**src/rtl/axi_lite_mem_ctrl.sv**
```systemverilog
// rtl/axi_lite_mem_ctrl.sv - AXI4-Lite slave that sequences a single-port-per-direction register-file memory
//
// Ports:
//   clk, reset           : single clock, synchronous active-high reset
//   s_aw*/s_w*/s_b*      : AXI4-Lite write address, write data and write response channels
//   s_ar*/s_r*           : AXI4-Lite read address and read data channels
//   mem_*                : control, address and data to/from the memory (read data one cycle after mem_out_en)
module axi_lite_mem_ctrl #(
    parameter int ADDR_WIDTH     = 5,
    parameter int DATA_WIDTH     = 32,
    parameter int DEPTH          = 32,
    parameter int AXI_ADDR_WIDTH = 32
) (
    input  logic                        clk,
    input  logic                        reset,
    input  logic [AXI_ADDR_WIDTH-1:0]   s_awaddr,
    input  logic                        s_awvalid,
    output logic                        s_awready,
    input  logic [DATA_WIDTH-1:0]       s_wdata,
    input  logic [DATA_WIDTH/8-1:0]     s_wstrb,
    input  logic                        s_wvalid,
    output logic                        s_wready,
    output logic [1:0]                  s_bresp,
    output logic                        s_bvalid,
    input  logic                        s_bready,
    input  logic [AXI_ADDR_WIDTH-1:0]   s_araddr,
    input  logic                        s_arvalid,
    output logic                        s_arready,
    output logic [DATA_WIDTH-1:0]       s_rdata,
    output logic [1:0]                  s_rresp,
    output logic                        s_rvalid,
    input  logic                        s_rready,
    output logic [ADDR_WIDTH-1:0]       mem_write_address,
    output logic [ADDR_WIDTH-1:0]       mem_read_address,
    output logic [DATA_WIDTH-1:0]       mem_write_data,
    output logic                        mem_w_en,
    output logic                        mem_out_en,
    input  logic [DATA_WIDTH-1:0]       mem_read_data
);

    localparam logic [AXI_ADDR_WIDTH-1:0] ADDR_LIMIT = AXI_ADDR_WIDTH'(DEPTH * 4);

    typedef enum logic [2:0] {S_IDLE, S_WR, S_BRESP, S_RD, S_RWAIT, S_RRESP} state_t;

    state_t                  state_q, state_d;
    logic                    aw_full_q, aw_full_d, w_full_q, w_full_d, ar_full_q, ar_full_d;
    logic                    aw_err_q, aw_err_d, w_err_q, w_err_d, ar_err_q, ar_err_d;
    logic [ADDR_WIDTH-1:0]   aw_word_q, aw_word_d, ar_word_q, ar_word_d;
    logic [DATA_WIDTH-1:0]   w_data_q, w_data_d;
    logic                    awready_q, awready_d, wready_q, wready_d, arready_q, arready_d;
    logic                    bvalid_q, bvalid_d, rvalid_q, rvalid_d;
    logic [1:0]              bresp_q, bresp_d, rresp_q, rresp_d;
    logic [DATA_WIDTH-1:0]   rdata_q, rdata_d;
    logic                    w_en_q, w_en_d, out_en_q, out_en_d;
    logic [ADDR_WIDTH-1:0]   waddr_q, waddr_d, raddr_q, raddr_d;
    logic [DATA_WIDTH-1:0]   wdata_q, wdata_d;
    logic                    prio_wr_q, prio_wr_d;   // 1: write wins the next tie

    logic wr_pend, rd_pend;

    always_comb begin
        state_d   = state_q;
        aw_full_d = aw_full_q;
        w_full_d  = w_full_q;
        ar_full_d = ar_full_q;
        aw_err_d  = aw_err_q;
        w_err_d   = w_err_q;
        ar_err_d  = ar_err_q;
        aw_word_d = aw_word_q;
        ar_word_d = ar_word_q;
        w_data_d  = w_data_q;
        bvalid_d  = bvalid_q;
        rvalid_d  = rvalid_q;
        bresp_d   = bresp_q;
        rresp_d   = rresp_q;
        rdata_d   = rdata_q;
        w_en_d    = 1'b0;
        out_en_d  = 1'b0;
        waddr_d   = waddr_q;
        raddr_d   = raddr_q;
        wdata_d   = wdata_q;
        prio_wr_d = prio_wr_q;
        wr_pend   = aw_full_q && w_full_q;
        rd_pend   = ar_full_q;

        // Slot loads; the error decision travels with the captured request.
        if (s_awvalid && awready_q) begin
            aw_full_d = 1'b1;
            aw_word_d = s_awaddr[ADDR_WIDTH+1:2];
            aw_err_d  = (s_awaddr >= ADDR_LIMIT);
        end
        if (s_wvalid && wready_q) begin
            w_full_d = 1'b1;
            w_data_d = s_wdata;
            w_err_d  = !(&s_wstrb);
        end
        if (s_arvalid && arready_q) begin
            ar_full_d = 1'b1;
            ar_word_d = s_araddr[ADDR_WIDTH+1:2];
            ar_err_d  = (s_araddr >= ADDR_LIMIT);
        end

        case (state_q)
            S_IDLE: begin
                if (wr_pend && (!rd_pend || prio_wr_q)) begin
                    state_d   = S_WR;
                    w_en_d    = !(aw_err_q || w_err_q);
                    waddr_d   = aw_word_q;
                    wdata_d   = w_data_q;
                    prio_wr_d = 1'b0;
                end else if (rd_pend) begin
                    state_d   = S_RD;
                    out_en_d  = !ar_err_q;
                    raddr_d   = ar_word_q;
                    prio_wr_d = 1'b1;
                end
            end
            S_WR: begin
                state_d  = S_BRESP;
                bvalid_d = 1'b1;
                bresp_d  = (aw_err_q || w_err_q) ? 2'b10 : 2'b00;
            end
            S_BRESP: begin
                if (s_bready) begin
                    state_d   = S_IDLE;
                    bvalid_d  = 1'b0;
                    aw_full_d = 1'b0;
                    w_full_d  = 1'b0;
                end
            end
            S_RD: state_d = S_RWAIT;
            S_RWAIT: begin
                // Memory data is valid this cycle because out_en was sampled last cycle.
                state_d  = S_RRESP;
                rvalid_d = 1'b1;
                rdata_d  = ar_err_q ? '0 : mem_read_data;
                rresp_d  = ar_err_q ? 2'b10 : 2'b00;
            end
            S_RRESP: begin
                if (s_rready) begin
                    state_d   = S_IDLE;
                    rvalid_d  = 1'b0;
                    ar_full_d = 1'b0;
                end
            end
            default: state_d = S_IDLE;
        endcase

        // Readies are registered copies of next-cycle slot emptiness.
        awready_d = !aw_full_d;
        wready_d  = !w_full_d;
        arready_d = !ar_full_d;
    end

    always_ff @(posedge clk) begin
        if (reset) begin
            state_q   <= S_IDLE;
            aw_full_q <= 1'b0;
            w_full_q  <= 1'b0;
            ar_full_q <= 1'b0;
            aw_err_q  <= 1'b0;
            w_err_q   <= 1'b0;
            ar_err_q  <= 1'b0;
            aw_word_q <= '0;
            ar_word_q <= '0;
            w_data_q  <= '0;
            awready_q <= 1'b0;
            wready_q  <= 1'b0;
            arready_q <= 1'b0;
            bvalid_q  <= 1'b0;
            rvalid_q  <= 1'b0;
            bresp_q   <= 2'b00;
            rresp_q   <= 2'b00;
            rdata_q   <= '0;
            w_en_q    <= 1'b0;
            out_en_q  <= 1'b0;
            waddr_q   <= '0;
            raddr_q   <= '0;
            wdata_q   <= '0;
            prio_wr_q <= 1'b1;
        end else begin
            state_q   <= state_d;
            aw_full_q <= aw_full_d;
            w_full_q  <= w_full_d;
            ar_full_q <= ar_full_d;
            aw_err_q  <= aw_err_d;
            w_err_q   <= w_err_d;
            ar_err_q  <= ar_err_d;
            aw_word_q <= aw_word_d;
            ar_word_q <= ar_word_d;
            w_data_q  <= w_data_d;
            awready_q <= awready_d;
            wready_q  <= wready_d;
            arready_q <= arready_d;
            bvalid_q  <= bvalid_d;
            rvalid_q  <= rvalid_d;
            bresp_q   <= bresp_d;
            rresp_q   <= rresp_d;
            rdata_q   <= rdata_d;
            w_en_q    <= w_en_d;
            out_en_q  <= out_en_d;
            waddr_q   <= waddr_d;
            raddr_q   <= raddr_d;
            wdata_q   <= wdata_d;
            prio_wr_q <= prio_wr_d;
        end
    end

    assign s_awready         = awready_q;
    assign s_wready          = wready_q;
    assign s_arready         = arready_q;
    assign s_bvalid          = bvalid_q;
    assign s_bresp           = bresp_q;
    assign s_rvalid          = rvalid_q;
    assign s_rresp           = rresp_q;
    assign s_rdata           = rdata_q;
    assign mem_w_en          = w_en_q;
    assign mem_out_en        = out_en_q;
    assign mem_write_address = waddr_q;
    assign mem_read_address  = raddr_q;
    assign mem_write_data    = wdata_q;

endmodule

```
**config.mk**
```make
export PLATFORM = sky130hd
export DESIGN_NAME = axi_lite_mem_ctrl
export DESIGN_NICKNAME = d
export VERILOG_FILES = /design/src/rtl/axi_lite_mem_ctrl.sv
export SDC_FILE = /design/constraint.sdc
export NUM_CORES = 1
export LEC_CHECK = 0
export CAP_MARGIN = 20
export CORE_ASPECT_RATIO = 1.5
export CORE_MARGIN = 5
export CORE_UTILIZATION = 43
export DETAILED_ROUTE_END_ITERATION = 7
export GPL_TIMING_DRIVEN = 0
export HOLD_SLACK_MARGIN = 0.12
export PLACE_DENSITY = 0.86
export SLEW_MARGIN = 40
export SYNTH_ARGS = -nofsm -noshare
export SYNTH_HDL_FRONTEND = slang
export SYNTH_SLANG_ARGS = --single-unit
```
**constraint.sdc**
```tcl
create_clock -name clk -period 1.8 [get_ports clk]
set_input_delay 0.18 -clock clk [delete_from_list [all_inputs] [get_ports clk]]
set_output_delay 0.18 -clock clk [all_outputs]
set_load 0.05 [all_outputs]
```
# After elaboration in Yosys (flattened, before gate mapping)
# Cells that the tools add are included.
dict set report totals {
  out_inout_bits 85
  ff_bits 137
  word_cells 87
}
dict set report classes {
  bitwise 3
  eq_ne 8
  mux 23
  n_lt_le_gt_ge 2
  n_reduce_logical 27
}
# cell n
set ops {}
lappend ops {{>= comparator 32 x 8 -> 1 bit, second input constant} 2}
lappend ops {{two-way mux 32 bit} 1}
lappend ops {{case mux 3 bit (6 select lines)} 1}
lappend ops {{two-way mux 1 bit} 13}
lappend ops {{two-way mux 3 bit} 4}
lappend ops {{AND reduction 2 bit} 4}
lappend ops {{zero test 1 bit} 7}
lappend ops {{equality test 3 x 2 -> 1 bit, second input constant} 2}
lappend ops {{equality test 3 bit, second input constant} 2}
lappend ops {{AND reduction 3 bit} 2}
lappend ops {{nonzero test 2 bit} 3}
lappend ops {{logical AND 1 bit} 5}
lappend ops {{two-way mux 2 bit} 2}
lappend ops {{inequality test 2 bit, second input constant} 2}
lappend ops {{case mux 1 bit (2 select lines)} 2}
lappend ops {{AND reduction 4 bit} 1}
lappend ops {{OR reduction 4 bit} 1}
lappend ops {{equality test 3 x 1 -> 1 bit, second input constant} 1}
lappend ops {{zero test 3 bit} 1}
lappend ops {{inequality test 3 bit, second input constant} 1}
lappend ops {{NOT 1 bit} 3}
lappend ops {{OR reduction 3 bit} 1}
lappend ops {{logical OR 1 bit} 2}

# Depth between registers and ports, before layout
# Gate-level depths: netlist of run 1.
dict set report depth {
  ltp_word 5
  mapped_depth 6
  mapped_depth_nobuf 3
}

# Worst setup path after synthesis of run 1
# Ideal clock, no wire load.
dict set report synth_path {
  path_type {flip-flop to flip-flop}
  from {register wready_q (netlist: s_wready)}
  to {register w_data_q[16]}
  t_arrival_ps 1473
  stages_incl_launch_ff 6
  path_slack_ps 256
  setup_ps 70
  n_path_buf 2
  cell_sequence {dfxtp_1 -> and2_1 -> clkbuf_1 -> clkbuf_1 -> nand2_1 -> a21oi_1}
}
dict set report synth_via {
  elab_chain_cells 1
}
# element line
set synth_lines {}
lappend synth_lines {{from (decl)} 50} ;# logic awready_q, awready_d, wready_q, wready_d, arready_q, arready_d;
lappend synth_lines {{from (signal assigned)} 193} ;# wready_q <= wready_d;
lappend synth_lines {{logical AND 1 bit} 92} ;# if (s_wvalid && wready_q) begin
lappend synth_lines {{to (signal assigned)} 191} ;# w_data_q <= w_data_d;
lappend synth_lines {{to (decl)} 49} ;# logic [DATA_WIDTH-1:0] w_data_q, w_data_d;
# Every way passes these cells.
# A chain may end at the register's enable or synchronous reset.

# Final worst setup path of run 1
dict set report layout_path {
  from {register wdata_q[31] (netlist: mem_write_data[31])}
  to {output mem_write_data[31]}
}
# element line
set layout_rtl {}
lappend layout_rtl {{from (decl)} 56} ;# logic [DATA_WIDTH-1:0] wdata_q, wdata_d;
lappend layout_rtl {{from (signal assigned)} 204} ;# wdata_q <= wdata_d;
lappend layout_rtl {{to (decl)} 35} ;# output logic [DATA_WIDTH-1:0] mem_write_data,
# No word-level cell between the ends.

==> flow_metrics.tcl, run 1 <==
set metrics [dict create \
    syn_area_per_cell_um2 8.69 \
    critPathRequiredTime_ns 1.62 \
    crit_buf_inv 1 \
    ys_seq_area_frac 0.494 \
    layout_commonest_cell "clkdlybuf4s50_1" \
    worst_hold_slack_ns 0.205 \
    grt_setup_unrepaired "no" \
    period_share 0.989 \
    powerDensity_nw_per_um2 845 \
    die_w_um 102 \
    synth_edf_count 0 \
    period_minus_slack_ns 1.78 \
    max_stage_delay_ns 0.87 \
    power.leakage_nw 3.11 \
    drive_gt1_frac 0.0889 \
    syn-instance-count 629 \
    drv_cap 0 \
    grt_pass1_wl_um 26900 \
    ctsHoldBuffers 0 \
    end_kind "primary output" \
    tightestPinTransition_ns 0.605 \
    io_pins 224 \
    finalMaxSlewViolations 0 \
    n_fill_cell 1029 \
    htree_levels 4 \
    hold_viol_final 0 \
    netlist.area_leader.share 0.494 \
    crit_arrival_ns 1.60 \
    cts_tree "yes" \
    rows 50 \
    ys_warn_count 0 \
    track_usage 0.227 \
    worstSetupStartpointType "flip-flop" \
    ys_types 42 \
    cts_buffers 17 \
    antenna_cells 0 \
    synth_top_family_by_area "simple AND/OR/NAND/NOR gates" \
    antenna_left 0 \
    clk_latency_ns 0.41 \
    max_freq_ghz 0.562 \
    synthSimpleGateAreaFrac 0.239 \
    gp_congestion 0.827 \
    final-seq-area_um2 2700 \
    port_buffers 216 \
    criticalPathCategory "flip-flop to primary output" \
    initial_utilization 0.437 \
    crit_slowest_cell "clkdlybuf4s50_1" \
    wl_per_cell_um 16.7 \
    postCtsSetupBuffers 0 \
    via_count 5492 \
    relSlewSlack 0.597 \
    grt_max_degree 17 \
    clk_pin_slew_ns 0.05 \
    die_area_um2 15100 \
    skew_ns 0.0104 \
    setup-violations-final 0 \
    grt_pass1_vias 5415 \
    synthFlopType "dfxtp_1" \
    peakVddDrop_uv 553 \
    syn_area_um2 5470 \
    ys_top_cells_by_area "dfxtp_1, a21oi_1, nand2_1" \
    final_cell_mix "clkdlybuf4s50_1, dfxtp_1, a21oi_1" \
    firstDrtPassIters 5 \
    core_um2 12500 \
    cts-root-buf "clkbuf_16" \
    multi_input_area_um2 2450 \
    min_path_type "input port to flip-flop" \
    synth_xor_area_frac 0 \
    antenna_found_initial 0 \
    synth_mux_area_frac 0.00916 \
    worst_slack_ns 0.0193 \
    status "finished, final reports clean" \
    vias_per_cell 5.32 \
    area_growth_pct 53.2 \
    die_h_um 148 \
    drt_wl_total_um 17300 \
    fin_nets 1004 \
    worstPathCellList "clkdlybuf4s50_1" \
    yosys.area.top_type "dfxtp_1" \
    cts.sinks 135 \
    cp_top_family "buffers and inverters" \
    drt_iter0_drc 280 \
    post_dp_cell_area_um2 7830 \
    drc_errors 0 \
    fin_area_um2 8380 \
    synth_compound_area_frac 0.199 \
    finish.utilization 0.670 \
    yosys.area_share.adder 0 \
    synth_seq_cells 135 \
    dp_hpwl_um 13000 \
    clockBufferDepth 2 \
    async_reset_ff_frac 0 \
    grt_overflow 0 \
    place_ws_ns -0.208 \
    crit_path_max_fanout 2 \
]
-- registers in the layout, summed over array words and instances (netlist names), 3 cells and up --
signal	flops
w_data_q	32
mem_write_data	32
mem_read_address	5
aw_word_q	5
ar_word_q	5
s_rdata	32
state_q	3
mem_write_address	5
-- metal layers --
layer / global-route usage / vias up / wire length (um)
met5: 0 / - / 0
met4: 0.0978 / 0 / 629
met3: 0.0643 / 41 / 1060
met2: 0.401 / 191 / 9200
met1: 0.248 / 2561 / 6400
li1: - / 2699 / -
-- kinds of logic after synthesis --
family | count (synthesis)
buf+inv | 67
compound gates | 170
flops | 135
simple gates | 251
mux | 5
other cells | 1
-- power breakdown --
group	internal [mW]	switching, mW
clock	1.78	1.23
combinational	0.451	0.492
sequential	3.08	0.0519
total	5.30	1.78
-- what timing repair did --
action | 4_1_cts | 5_1_grt
endpoints found under the hold margin | 0 | 0
endpoints found under the setup margin | 2 | 17
resized for setup | 2 | 17
-- cell usage after synthesis (5+ instances only) --
| master | n |
|---|---|
| clkbuf_1 | 35 |
| nand2b_1 | 13 |
| o31ai_2 | 20 |
| buf_2 | 19 |
| nand2_1 | 118 |
| dfxtp_1 | 135 |
| nor4_1 | 8 |
| a21oi_1 | 119 |
| nand3_1 | 5 |
| nor2_1 | 11 |
| mux2i_1 | 5 |
| nor3_1 | 7 |
| nand3b_1 | 33 |
| nand4_1 | 38 |
| o31ai_1 | 17 |
-- worst paths after layout --
path / start / end / slack, ns / cells after the start
min: s_awvalid / aw_word_q[1] / 0.20 / 3
max: mem_write_data[31] / mem_write_data[31] / 0.02 / 1
min reg2reg: s_rdata[27] / s_rdata[27] / 0.45 / 2
max reg2reg: s_wready / w_data_q[31] / 0.19 / 5
-- per-stage QoR --
step | TNS, ns | total power [mW] | instances
after detailed placement | -8.89 | 4.13 | 1002
final | 0 | 7.08 | 1033
after CTS | 0 | 7.12 | 1033
after global routing | 0 | 7.34 | 1033
after global placement | -9.15 | 4.12 | 1002
after floorplan | 0 | 3.66 | 630
-- layout make-up --
cell class,instances,area share
Sequential cell,135,0.323
Multi-Input combinational cell,428,0.293
Timing Repair Buffer,216,0.263
Clock buffer,22,0.0542
Buffer,65,0.0369
Tap cell,156,0.0233
Clock inverter,9,0.00657
Inverter,2,0.000896
(Power assumes the default switching activity.)
==> run 2, diff against run 1 <==
PLACE_DENSITY = unset   (was 0.86)
PLACE_DENSITY_LB_ADDON = 0.05   (was unset)
==> flow_metrics.tcl, run 2 (same netlist as run 1, synthesis figures left out) <==
set metrics [dict create \
    status "finished, final reports clean" \
    initial_utilization 0.437 \
    via_count 5458 \
    reg2reg_to "s_rdata[21]" \
    instances_no_fill 1034 \
    finalMaxSlewViolations 0 \
    max_freq_ghz 0.567 \
    final_cell_mix "clkdlybuf4s50_1, dfxtp_1, a21oi_1" \
    reg2regPathDepth 5 \
    cts_tree "yes" \
    drive_gt1_frac 0.0945 \
    wl_per_cell_um 17.1 \
    ff2ff_setup_slack_ns 0.18 \
    hold_viol_final 0 \
    rows 50 \
    crit_buf_inv 1 \
    layout_commonest_cell "clkdlybuf4s50_1" \
    crit_slowest_cell "clkdlybuf4s50_1" \
    antenna_cells 0 \
    totalPowerFinal_mw 7.57 \
    gp_congestion 0.796 \
    min_path_type "input port to flip-flop" \
    cp_top_family "buffers and inverters" \
    die_area_um2 15100 \
    max_stage_delay_ns 0.85 \
    p_int_mw 5.75 \
    ctsHoldBuffers 0 \
    comb_power_share 0.124 \
    antenna_found_initial 0 \
    worst_hold_path.num_cells 3 \
    pwr-share-seq 0.413 \
    cts_buffers 17 \
    firstDrtPassIters 5 \
    r2r-start "state_q[0]" \
    topRoutingLayerUsed "met4" \
    fin_area_um2 8490 \
    cts_resized 0 \
    power.leakage_nw 3.17 \
    drt_wl_total_um 17700 \
    period_share 0.980 \
    skew_ns 0.00878 \
    postCtsSetupBuffers 0 \
    worstSetupStartpointType "flip-flop" \
    fin_nets 1004 \
    peakVddDrop_uv 667 \
    cts.sinks 135 \
    htree_levels 4 \
    die_w_um 102 \
    setup-violations-final 0 \
    wl_met2_um 9350 \
    clockBufferDepth 2 \
    tightestPinTransition_ns 0.628 \
    drc_errors 0 \
    drv_cap 0 \
    grt_setup_unrepaired "no" \
    drt_iter0_drc 257 \
    end_kind "primary output" \
    vias_per_cell 5.28 \
    crit_path_max_fanout 2 \
    p_sw_frac 0.240 \
    core_um2 12500 \
    power.share.clock 0.462 \
    die_h_um 148 \
    grt_pass1_vias 5552 \
    hp-start "s_awvalid" \
    wl_met3_um 1180 \
    critPathRequiredTime_ns 1.62 \
    clk_pin_slew_ns 0.06 \
    track_usage 0.232 \
    grt_overflow 0 \
    clk_latency_ns 0.41 \
    relSlewSlack 0.581 \
    cts-root-buf "clkbuf_16" \
    grt_max_degree 17 \
    power_switching_mw 1.82 \
    post_dp_cell_area_um2 7830 \
    drt-met1-wl_um 6780 \
    grt_pass1_wl_um 27700 \
    io_pins 224 \
    worstPathCellList "clkdlybuf4s50_1" \
    hold_path_end "aw_word_q[1]" \
    dp_hpwl_um 13400 \
    port_buffers 216 \
    antenna_left 0 \
    criticalPathCategory "flip-flop to primary output" \
    crit_arrival_ns 1.58 \
    area_growth_pct 55.3 \
    powerDensity_nw_per_um2 892 \
    setup_tns_ns 0 \
    period_minus_slack_ns 1.76 \
    dpl.cell_count 1002 \
]
## run 2: cell types whose count changed in the layout (fill, tap and decap cells not counted), sizes merged
cell / change
clkinv: -5
bufinv: +2
dlygate4sd2: -2
clkinvlp: +3
inv: +1
dlymetal6s2s: +2
## run 2: worst max path at each step
| stage | startpoint | end | depth (start not counted) |
|---|---|---|---|
| after floorplan | s_wready | w_data_q[16] | 5 |
| after global placement | reset | ar_word_q[1] | 4 |
| after detailed placement | reset | ar_word_q[2] | 4 |
| after CTS | s_rdata[10] | s_rdata[10] | 1 |
| after global routing | mem_write_data[3] | mem_write_data[3] | 1 |
| final | mem_write_data[3] | mem_write_data[3] | 1 |
## run 2: per-stage QoR
| step | hold slack [ns] | setup slack, ns | util |
|---|---|---|---|
| after global routing | 0.190 | 0.00147 | 0.678 |
| after CTS | 0.166 | 0.00265 | 0.675 |
| final | 0.182 | 0.0365 | 0.678 |
| after detailed placement | 0.442 | -0.242 | 0.626 |
| after floorplan | 0.316 | 0.256 | - |
| after global placement | 0.438 | -0.192 | 0.626 |
## run 2: cell type report
| type | count | area (um^2) |
|---|---|---|
| plain buffers | 65 | 309 |
| clock inverters | 10 | 118 |
| clock buffers | 22 | 494 |
| flip-flops and latches | 135 | 2700 |
| inverters | 2 | 7.51 |
| multi-input cells | 428 | 2450 |
| repair buffers | 216 | 2210 |
| fillers | 1044 | 4030 |
| well taps | 156 | 195 |
## run 2: power groups by stage
stage | Sequential [mW] | Clock [mW] | Combinational [mW]
after floorplan | 3.25 | 0 | 0.405
after global placement | 3.19 | 0 | 0.924
after detailed placement | 3.19 | 0 | 0.937
after CTS | 3.13 | 3.55 | 0.945
final | 3.13 | 3.50 | 0.942
after global routing | 3.14 | 3.72 | 1.02
## run 2: metal layers
| layer | track usage | vias up |
|---|---|---|
| met2 | 0.419 | 177 |
| li1 | - | 2700 |
| met5 | 0 | - |
| met1 | 0.266 | 2560 |
| met3 | 0.0521 | 21 |
| met4 | 0.0755 | 0 |
